$ cat config.mk
export PLATFORM = sky130hd
export DESIGN_NAME = mult_add_pipe_flat
export DESIGN_NICKNAME = d
export VERILOG_FILES = /design/src/rtl/mult_add_pkg.sv /design/src/rtl/mult_add_pipe_if.sv /design/src/rtl/fx_round_sat.sv /design/src/rtl/mult_add_pipe.sv /design/src/flat_wrapper.sv
export SDC_FILE = /design/constraint.sdc
export NUM_CORES = 2
export LEC_CHECK = 0
export BUFFER_PORTS_ARGS = -buffer_cell sky130_fd_sc_hd__buf_2
export CORE_MARGIN = 1.5
export CORE_UTILIZATION = 45
export CTS_CLUSTER_DIAMETER = 50
export DETAILED_ROUTE_END_ITERATION = 12
export PLACE_DENSITY = 0.72
export SETUP_SLACK_MARGIN = 0.1
export SLEW_MARGIN = 10
export SYNTH_ARGS = -nofsm -noshare
export SYNTH_HDL_FRONTEND = slang
export SYNTH_HIERARCHICAL = 1
export SYNTH_SLANG_ARGS = --single-unit
$ cat constraint.sdc
create_clock -name i_clk -period 9.65 [get_ports i_clk]
set_clock_uncertainty 0.2 [all_clocks]
set_input_delay 2.895 -clock i_clk [delete_from_list [all_inputs] [get_ports i_clk]]
set_output_delay 2.895 -clock i_clk [all_outputs]
set_load 0.02 [all_outputs]
$ cat src/rtl/mult_add_pkg.sv
// Shared widths, constants and beat classification for the dual-product unit.
// Constants are built at a generous fixed width and sliced down by each user.
package mult_add_pkg;

  localparam int CONST_W = 128;

  typedef enum logic [1:0] {
    BK_NONE,
    BK_DIRECT,
    BK_ACC,
    BK_LAST
  } beat_kind_e;

  function automatic int prod_width(int data_width);
    return 2 * data_width;
  endfunction

  function automatic int sum_width(int data_width);
    return 2 * data_width + 1;
  endfunction

  function automatic int term_width(int data_width, int frac);
    return 2 * data_width + 1 - frac;
  endfunction

  function automatic int acc_width(int data_width, int frac, int acc_guard);
    return term_width(data_width, frac) + acc_guard;
  endfunction

  // Half an output LSB; zero when no fractional bits are dropped.
  function automatic logic signed [CONST_W-1:0] round_const(int frac);
    logic signed [CONST_W-1:0] r;
    r = '0;
    if (frac >= 1) begin
      r = CONST_W'(1) << (frac - 1);
    end
    return r;
  endfunction

  function automatic logic signed [CONST_W-1:0] sat_max(int out_w);
    return (CONST_W'(1) << (out_w - 1)) - CONST_W'(1);
  endfunction

  function automatic logic signed [CONST_W-1:0] sat_min(int out_w);
    return -(CONST_W'(1) << (out_w - 1));
  endfunction

  function automatic beat_kind_e beat_kind(logic vld, logic acc, logic last);
    beat_kind_e k;
    if (!vld) begin
      k = BK_NONE;
    end else if (!acc) begin
      k = BK_DIRECT;
    end else if (last) begin
      k = BK_LAST;
    end else begin
      k = BK_ACC;
    end
    return k;
  endfunction

endpackage

$ cat src/rtl/mult_add_pipe_if.sv
// Valid/ready operand and result channel of mult_add_pipe.
// The slave modport is the unit's view, the master modport the surrounding datapath's.
interface mult_add_pipe_if #(
  parameter int DATA_WIDTH = 20
);

  logic                         i_valid;
  logic                         o_ready;
  logic signed [DATA_WIDTH-1:0] i_a1;
  logic signed [DATA_WIDTH-1:0] i_a2;
  logic signed [DATA_WIDTH-1:0] i_b1;
  logic signed [DATA_WIDTH-1:0] i_b2;
  logic                         i_sub;
  logic                         i_acc;
  logic                         i_last;

  logic                         o_valid;
  logic                         i_ready;
  logic signed [DATA_WIDTH-1:0] o_data;
  logic                         o_sat;

  modport slave (
    input  i_valid,
    input  i_a1,
    input  i_a2,
    input  i_b1,
    input  i_b2,
    input  i_sub,
    input  i_acc,
    input  i_last,
    input  i_ready,
    output o_ready,
    output o_valid,
    output o_data,
    output o_sat
  );

  modport master (
    output i_valid,
    output i_a1,
    output i_a2,
    output i_b1,
    output i_b2,
    output i_sub,
    output i_acc,
    output i_last,
    output i_ready,
    input  o_ready,
    input  o_valid,
    input  o_data,
    input  o_sat
  );

endinterface

$ cat src/rtl/fx_round_sat.sv
// Combinational round-half-up (drop SHIFT LSBs) followed by an optional clamp to OUT_W.
// Expects IN_W - SHIFT >= OUT_W; with SAT_EN=0 the rounded value is simply resized.
module fx_round_sat
  import mult_add_pkg::*;
#(
  parameter int IN_W   = 41,
  parameter int SHIFT  = 16,
  parameter int OUT_W  = 25,
  parameter bit SAT_EN = 1'b0
) (
  input  logic signed [IN_W-1:0]  din,
  output logic signed [OUT_W-1:0] dout,
  output logic                    sat
);

  localparam int RW = IN_W - SHIFT;
  localparam logic signed [CONST_W-1:0] RND_F = round_const(SHIFT);
  localparam logic signed [IN_W-1:0]    RND   = RND_F[IN_W-1:0];

  logic signed [RW-1:0] rnd;

  // Headroom: the caller's sum never reaches the top bit, so adding RND cannot wrap.
  assign rnd = RW'((din + RND) >>> SHIFT);

  if (SAT_EN) begin : g_sat
    localparam logic signed [CONST_W-1:0] MAX_F = sat_max(OUT_W);
    localparam logic signed [CONST_W-1:0] MIN_F = sat_min(OUT_W);
    localparam logic signed [RW-1:0]      MAX_R = MAX_F[RW-1:0];
    localparam logic signed [RW-1:0]      MIN_R = MIN_F[RW-1:0];

    always_comb begin
      dout = OUT_W'(rnd);
      sat  = 1'b0;
      if (rnd > MAX_R) begin
        dout = OUT_W'(MAX_R);
        sat  = 1'b1;
      end else if (rnd < MIN_R) begin
        dout = OUT_W'(MIN_R);
        sat  = 1'b1;
      end
    end
  end else begin : g_wrap
    assign dout = OUT_W'(rnd);
    assign sat  = 1'b0;
  end

endmodule

$ cat src/rtl/mult_add_pipe.sv
// Three-stage a1*a2 +/- b1*b2 unit with round-half-up, saturation and packet accumulate.
// One global enable stalls every stage while a result is waiting on downstream.
module mult_add_pipe
  import mult_add_pkg::*;
#(
  parameter int DATA_WIDTH = 20,
  parameter int FRAC       = 16,
  parameter int ACC_GUARD  = 4
) (
  input  logic           i_clk,
  input  logic           i_rst,
  mult_add_pipe_if.slave bus
);

  localparam int PW = prod_width(DATA_WIDTH);
  localparam int SW = sum_width(DATA_WIDTH);
  localparam int TW = term_width(DATA_WIDTH, FRAC);
  localparam int AW = acc_width(DATA_WIDTH, FRAC, ACC_GUARD);

  logic en;

  // S1: products and beat tags
  logic signed [PW-1:0] s1_pa;
  logic signed [PW-1:0] s1_pb;
  logic                 s1_vld;
  logic                 s1_sub;
  logic                 s1_acc;
  logic                 s1_last;

  // S2: rounded term
  logic signed [SW-1:0] pa_x;
  logic signed [SW-1:0] pb_x;
  logic signed [SW-1:0] sum_c;
  logic signed [TW-1:0] t_c;
  logic                 t_sat_c;
  logic signed [TW-1:0] s2_t;
  logic                 s2_tsat;
  logic                 s2_vld;
  logic                 s2_acc;
  logic                 s2_last;

  // S3: accumulator and output
  beat_kind_e                   kind;
  logic signed [AW-1:0]         t_x;
  logic signed [AW-1:0]         acc_sum;
  logic signed [AW-1:0]         sat_in;
  logic signed [DATA_WIDTH-1:0] sat_dout;
  logic                         sat_flag;
  logic signed [AW-1:0]         acc_q;
  logic                         o_valid_q;
  logic signed [DATA_WIDTH-1:0] o_data_q;
  logic                         o_sat_q;

  assign en          = !o_valid_q || bus.i_ready;
  assign bus.o_ready = en;
  assign bus.o_valid = o_valid_q;
  assign bus.o_data  = o_data_q;
  assign bus.o_sat   = o_sat_q;

  always_ff @(posedge i_clk) begin
    if (i_rst) begin
      s1_pa   <= '0;
      s1_pb   <= '0;
      s1_vld  <= 1'b0;
      s1_sub  <= 1'b0;
      s1_acc  <= 1'b0;
      s1_last <= 1'b0;
    end else if (en) begin
      s1_pa   <= PW'(bus.i_a1) * PW'(bus.i_a2);
      s1_pb   <= PW'(bus.i_b1) * PW'(bus.i_b2);
      s1_vld  <= bus.i_valid;
      s1_sub  <= bus.i_sub;
      s1_acc  <= bus.i_acc;
      s1_last <= bus.i_last;
    end
  end

  // Sign-extend before combining so the difference is an exact two's-complement negate.
  assign pa_x  = SW'(s1_pa);
  assign pb_x  = SW'(s1_pb);
  assign sum_c = s1_sub ? (pa_x - pb_x) : (pa_x + pb_x);

  fx_round_sat #(
    .IN_W   (SW),
    .SHIFT  (FRAC),
    .OUT_W  (TW),
    .SAT_EN (1'b0)
  ) u_term_round (
    .din  (sum_c),
    .dout (t_c),
    .sat  (t_sat_c)
  );

  always_ff @(posedge i_clk) begin
    if (i_rst) begin
      s2_t    <= '0;
      s2_tsat <= 1'b0;
      s2_vld  <= 1'b0;
      s2_acc  <= 1'b0;
      s2_last <= 1'b0;
    end else if (en) begin
      s2_t    <= t_c;
      s2_tsat <= t_sat_c;
      s2_vld  <= s1_vld;
      s2_acc  <= s1_acc;
      s2_last <= s1_last;
    end
  end

  assign kind    = beat_kind(s2_vld, s2_acc, s2_last);
  assign t_x     = AW'(s2_t);
  assign acc_sum = acc_q + t_x;
  assign sat_in  = (kind == BK_DIRECT) ? t_x : acc_sum;

  fx_round_sat #(
    .IN_W   (AW),
    .SHIFT  (0),
    .OUT_W  (DATA_WIDTH),
    .SAT_EN (1'b1)
  ) u_out_sat (
    .din  (sat_in),
    .dout (sat_dout),
    .sat  (sat_flag)
  );

  // Direct beats leave acc_q alone so an open packet survives them.
  always_ff @(posedge i_clk) begin
    if (i_rst) begin
      acc_q     <= '0;
      o_valid_q <= 1'b0;
      o_data_q  <= '0;
      o_sat_q   <= 1'b0;
    end else if (en) begin
      o_valid_q <= 1'b0;
      case (kind)
        BK_DIRECT: begin
          o_valid_q <= 1'b1;
          o_data_q  <= sat_dout;
          o_sat_q   <= sat_flag | s2_tsat;
        end
        BK_ACC: begin
          acc_q <= acc_sum;
        end
        BK_LAST: begin
          o_valid_q <= 1'b1;
          o_data_q  <= sat_dout;
          o_sat_q   <= sat_flag | s2_tsat;
          acc_q     <= '0;
        end
        default: begin
        end
      endcase
    end
  end

endmodule
$ cat src/flat_wrapper.sv
// flat-port wrapper written by rule: the top's interface ports become plain ports
module mult_add_pipe_flat import mult_add_pkg::*;
#(
  parameter int DATA_WIDTH = 20,
  parameter int FRAC       = 16,
  parameter int ACC_GUARD  = 4
)
  (i_clk, i_rst, bus_i_valid, bus_i_a1, bus_i_a2, bus_i_b1, bus_i_b2, bus_i_sub, bus_i_acc, bus_i_last, bus_i_ready, bus_o_ready, bus_o_valid, bus_o_data, bus_o_sat);
  mult_add_pipe_if #(.DATA_WIDTH(DATA_WIDTH)) bus_i ();
  input  logic i_clk;
  input  logic i_rst;
  input wire logic [$bits(bus_i.i_valid)-1:0] bus_i_valid;
  input wire logic [$bits(bus_i.i_a1)-1:0] bus_i_a1;
  input wire logic [$bits(bus_i.i_a2)-1:0] bus_i_a2;
  input wire logic [$bits(bus_i.i_b1)-1:0] bus_i_b1;
  input wire logic [$bits(bus_i.i_b2)-1:0] bus_i_b2;
  input wire logic [$bits(bus_i.i_sub)-1:0] bus_i_sub;
  input wire logic [$bits(bus_i.i_acc)-1:0] bus_i_acc;
  input wire logic [$bits(bus_i.i_last)-1:0] bus_i_last;
  input wire logic [$bits(bus_i.i_ready)-1:0] bus_i_ready;
  output wire logic [$bits(bus_i.o_ready)-1:0] bus_o_ready;
  output wire logic [$bits(bus_i.o_valid)-1:0] bus_o_valid;
  output wire logic [$bits(bus_i.o_data)-1:0] bus_o_data;
  output wire logic [$bits(bus_i.o_sat)-1:0] bus_o_sat;
  assign bus_i.i_valid = bus_i_valid;
  assign bus_i.i_a1 = bus_i_a1;
  assign bus_i.i_a2 = bus_i_a2;
  assign bus_i.i_b1 = bus_i_b1;
  assign bus_i.i_b2 = bus_i_b2;
  assign bus_i.i_sub = bus_i_sub;
  assign bus_i.i_acc = bus_i_acc;
  assign bus_i.i_last = bus_i_last;
  assign bus_i.i_ready = bus_i_ready;
  assign bus_o_ready = bus_i.o_ready;
  assign bus_o_valid = bus_i.o_valid;
  assign bus_o_data = bus_i.o_data;
  assign bus_o_sat = bus_i.o_sat;
  mult_add_pipe #(.DATA_WIDTH(DATA_WIDTH), .FRAC(FRAC), .ACC_GUARD(ACC_GUARD)) u_core (.i_clk(i_clk), .i_rst(i_rst), .bus(bus_i));
endmodule
## Word-level counts from Yosys, hierarchy flattened

Index checks and enable logic that the tools add are counted.

| word-level totals | value |
|---|---|
| bits in registers | 163 |
| logic and storage cells | 42 |
| output and inout port bits | 23 |

| cells by class | value |
|---|---|
| $lt $le $gt $ge | 2 |
| $mul | 2 |
| equal/unequal tests | 3 |
| reductions and logical operators | 6 |
| add/sub/neg operators | 4 |
| mux-type cells | 11 |

Operators with widths:

| cell | number |
|---|---|
| 20-bit by 20-bit multiplier with 40-bit output | 2 |
| 29-bit one-hot mux with 2 select lines | 1 |
| 40-bit by 40-bit adder with 41-bit output | 1 |
| 41-bit by 17-bit adder with 41-bit output, second input constant | 1 |
| 41-bit 2-to-1 mux | 1 |
| 40-bit by 40-bit subtractor with 41-bit output | 1 |
| 20-bit 2-to-1 mux | 2 |
| 29-bit by 25-bit adder with 29-bit output | 1 |
| 29-bit by 20-bit greater-than comparator with 1-bit output, second input constant | 1 |
| 29-bit by 20-bit less-than comparator with 1-bit output, second input constant | 1 |
| 29-bit 2-to-1 mux | 1 |
| 2-bit == test, second input constant | 2 |
| 1-bit 2-to-1 mux | 4 |
| 2-bit 2-to-1 mux | 2 |
| 2-bit AND reduction | 2 |
| 2-bit by 1-bit == test with 1-bit output, second input constant | 1 |
| 2-bit nonzero test | 1 |
| 2-bit OR reduction | 1 |
| 1-bit zero test | 1 |
| 1-bit logical OR | 1 |

## Depth between registers and ports, before layout

| logic depth | value |
|---|---|
| depth in word-level cells | 8 |
| gate-level depth with buffers | 27 |
| gate-level depth less buffers | 26 |

## Hierarchy

Netlist, hierarchy kept.

By module, submodules not included:

| module | cells each | times used | area an instance (µm²) |
|---|---|---|---|
| mult_add_pipe | 4607 | 1 | 40045.9 |
| fx_round_sat at u_core.u_out_sat | 58 | 1 | 524.3 |
| fx_round_sat at u_core.u_term_round | 70 | 1 | 495.5 |

## Least setup slack after synthesis

Ideal clock, no wire load.

| timing | value |
|---|---|
| kind | input port to flip-flop |
| start point | input bus_i_b1[19] |
| end point | register u_core.s1_pb[39] |
| path buffers | 1 |
| arrival | 9.298 ns |
| slack | 0.066 ns |
| setup time | 0.086 ns |
| cell stages on the path | 24 |
| path through | clkbuf_1 nand2_1 fa_1 fa_1 inv_1 fa_1 inv_1 fa_1 inv_1 fa_1 inv_1 fa_1 fa_1 inv_1 ha_1 a21o_1 a21o_1 a21o_1 a21oi_1 o21ai_0 a21oi_1 o21ai_0 o221a_2 a211oi_1 |

| on the way | value |
|---|---|
| word-level cells in the longest chain between the ends | 1 |

RTL lines:

| item | RTL line | RTL |
|---|---|---|
| start: declaration | flat_wrapper.sv:15 | `input wire logic [$bits(bus_i.i_b1)-1:0] bus_i_b1;` |
| 20-bit by 20-bit multiplier with 40-bit output | mult_add_pipe.sv:70 | `s1_pb <= PW'(bus.i_b1) * PW'(bus.i_b2);` |
| end signal: assignment | mult_add_pipe.sv:70 |  |
| end: declaration | mult_add_pipe.sv:24 | `logic signed [PW-1:0] s1_pb;` |

Every way passes these cells.
A chain may end at the register's enable or synchronous reset.

## Worst setup path in the final report

| timing | value |
|---|---|
| start point | input bus_i_a1[8] |
| end point | register u_core.s1_pa[37] |

| on the way | value |
|---|---|
| word-level cells in the longest chain between the ends | 1 |

RTL lines:

| item | RTL line | RTL |
|---|---|---|
| start: declaration | flat_wrapper.sv:13 | `input wire logic [$bits(bus_i.i_a1)-1:0] bus_i_a1;` |
| 20-bit by 20-bit multiplier with 40-bit output | mult_add_pipe.sv:69 | `s1_pa <= PW'(bus.i_a1) * PW'(bus.i_a2);` |
| end signal: assignment | mult_add_pipe.sv:69 |  |
| end: declaration | mult_add_pipe.sv:23 | `logic signed [PW-1:0] s1_pa;` |

Every way passes these cells.

==> impl_metrics.yaml <==
critical_path:
  crit_path_frequent_cell: "fa_1"
  crit_path_start: "bus_i_a1[8]"
  startpoint_type: "input port"
  r2r_start: "u_core/s1_pb[2]$_SDFFE_PP0P_"
  crit_slowest_cell: "fa_1"
  end_kind: "flip-flop"
  crit_required_ns: 9.83
  crit_fanout: 8
  max_stage_delay_ns: 0.53
  arrival_ns: 9.55
  worstSetupPathType: "in -> reg"
global_routing:
  grt_pass1_vias: 33438
  grt_overflow: 0
  grtUsageTotal_pct: 21.7
  grt_pass1_wl_mm: 166
  grt_max_degree: 86
  antenna_found_initial: 1
floorplan:
  die_area_sq_mm: 0.0925
  start_util_pct: 45.4
  core-area_sq_mm: 0.0900
  io_pins: 110
  dieHeight_microns: 304
  die_x_microns: 304
  fp-row-count: 110
finish:
  diodes: 0
  fill_cells: 8447
  fin_cells: 6025
  area.sequential_sq_mm: 0.00328
  stdcell_area_sq_mm: 0.0447
  areaGrowthSynthToFinish_pct: 9.52
  multi_input_area_sq_mm: 0.0334
  layout-drive-gt1-share_pct: 9.51
  nets: 6049
hold_path:
  hold_class: "reg -> reg"
  holdCritStartpoint: "u_core/bus.o_data[1]$_SDFFE_PP0P_"
status:
  status: "finished, final reports clean"
timing:
  fmax_mhz: 107
  finalSetupViolations: 0
  fin_crit_sh_pct: 97.1
  maxSlewViolCount: 0
  hold_viol: 0
  relSlewSlack_pct: 20.6
  fin_crit_ns: 9.37
  hold_ws_ns: 0.251
  tightest_slew_ns: 1.19
  grt_setup_unrepaired: "true"
placement:
  finalWeightedCongestion: 0.898
  dp_hpwl_mm: 82.3
  placed_cells: 5991
  place_area_sq_mm: 0.0439
  portBuffers: 109
drt:
  vias: 31284
  wl_per_cell_microns: 16.1
  avgViaCountPerCell: 5.19
  drt-total-wl_mm: 97.0
  drc: 0
  ant_nets: 0
  firstDrtPassIters: 7
  drt_iter0_drc: 1699
synthesis:
  netlist_area_sq_mm: 0.0408
  syn-mean-instance-area_sq_um: 8.69
  syn_nets: 5909
  yosysWarnings: 6
  synth_cells: 4696
clocking:
  insertion_delay_ns: 0.45
  cts_tree: "yes"
  cts_root_buf: "clkbuf_16"
  cts.sinks: 164
  clk_pin_slew_ns: 0.06
  cts_buffers: 17
  htreeDepth: 4
  cts_hold_buffers: 0
  clockBufferDepth: 2
flow_run:
  cap_violations: 0
## metal layers
| metal | GRT usage (%) | vias up | part of all wire (%) |
|---|---|---|---|
| li1 | - | 14624 | - |
| met1 | 28.7 | 15728 | 43 |
| met2 | 37.6 | 767 | 49 |
| met3 | 2.30 | 163 | 4.7 |
| met4 | 6.09 | 2 | 2.6 |
| met5 | 0 | - | 0.0093 |
## cell usage in the layout, fill, tap and decap left out, drive strengths merged, types with 16 or more instances in the layout
master,instances
nor4,33
o21a,16
ha,284
nor3,40
clkbuf,32
nor2,166
o2bb2ai,20
or3,17
a21o,62
a21oi,247
a211oi,26
o21bai,24
a31oi,19
nand2,652
inv,898
a22oi,19
nand4,19
fa,842
and2,445
nand2b,19
xnor2,150
buf,348
dfxtp,164
o21ai,77
xor2,46
nand3,45
## per-stage QoR
step           setup WS (ns)  utilization (%)  setup TNS (ns)
4_1_cts                0.223             49.4               0
6_report               0.277             49.7               0
3_5_place_dp          -0.234             48.8           -1.37
5_1_grt               0.0139             49.7               0
2_1_floorplan          0.103                -               0
3_3_place_gp          -0.238             48.8          -0.439
## flip-flops by register name, indices dropped and copies added, names as in the netlist
name,flops
u_core/acc_q,29
u_core/bus.o_data,20
u_core/bus.o_sat,1
u_core/bus.o_valid,1
u_core/s1_acc,1
u_core/s1_last,1
u_core/s1_pa,40
u_core/s1_pb,40
u_core/s1_sub,1
u_core/s1_vld,1
u_core/s2_acc,1
u_core/s2_last,1
u_core/s2_t,25
u_core/s2_tsat,1
u_core/s2_vld,1
## path summary, 6_finish.rpt
path	to	slack [ns]	depth (start not counted)
max	u_core/s1_pa[37]$_SDFFE_PP0P_	0.28	26
min	u_core/bus.o_data[1]$_SDFFE_PP0P_	0.25	2
max reg2reg	u_core/s2_t[16]$_SDFFE_PP0P_	3.34	23
min reg2reg	u_core/bus.o_data[1]$_SDFFE_PP0P_	0.25	2
## layout make-up
type | count | share of cell area [%]
Sequential cell | 164 | 7.34
Clock inverter | 9 | 0.341
Tap cell | 1176 | 3.29
Inverter | 899 | 7.56
Timing Repair Buffer | 357 | 5.78
Clock buffer | 23 | 1.02
Multi-Input combinational cell | 3397 | 74.7
## worst max-delay path, delay by kind of cell
kind | cells | cell delay, ns
adders and majority gates | 8 | 3.78
and+or+nand+nor | 5 | 1.11
buffers and inverters | 7 | 0.50
xor gates and xnor gates | 1 | 0.18
AOI/OAI and AO/OA | 5 | 1.06
## timing repair
item / in CTS / in global routing
endpoints found under the setup margin: 0 / 14
gates resized for setup: 0 / 49
setup buffers: 0 / 2
hold endpoints to repair: 0 / 0
Power is left out: the tool's default activity adds up to more than one toggle a clock period on the data nets, which glitch-free logic cannot reach.
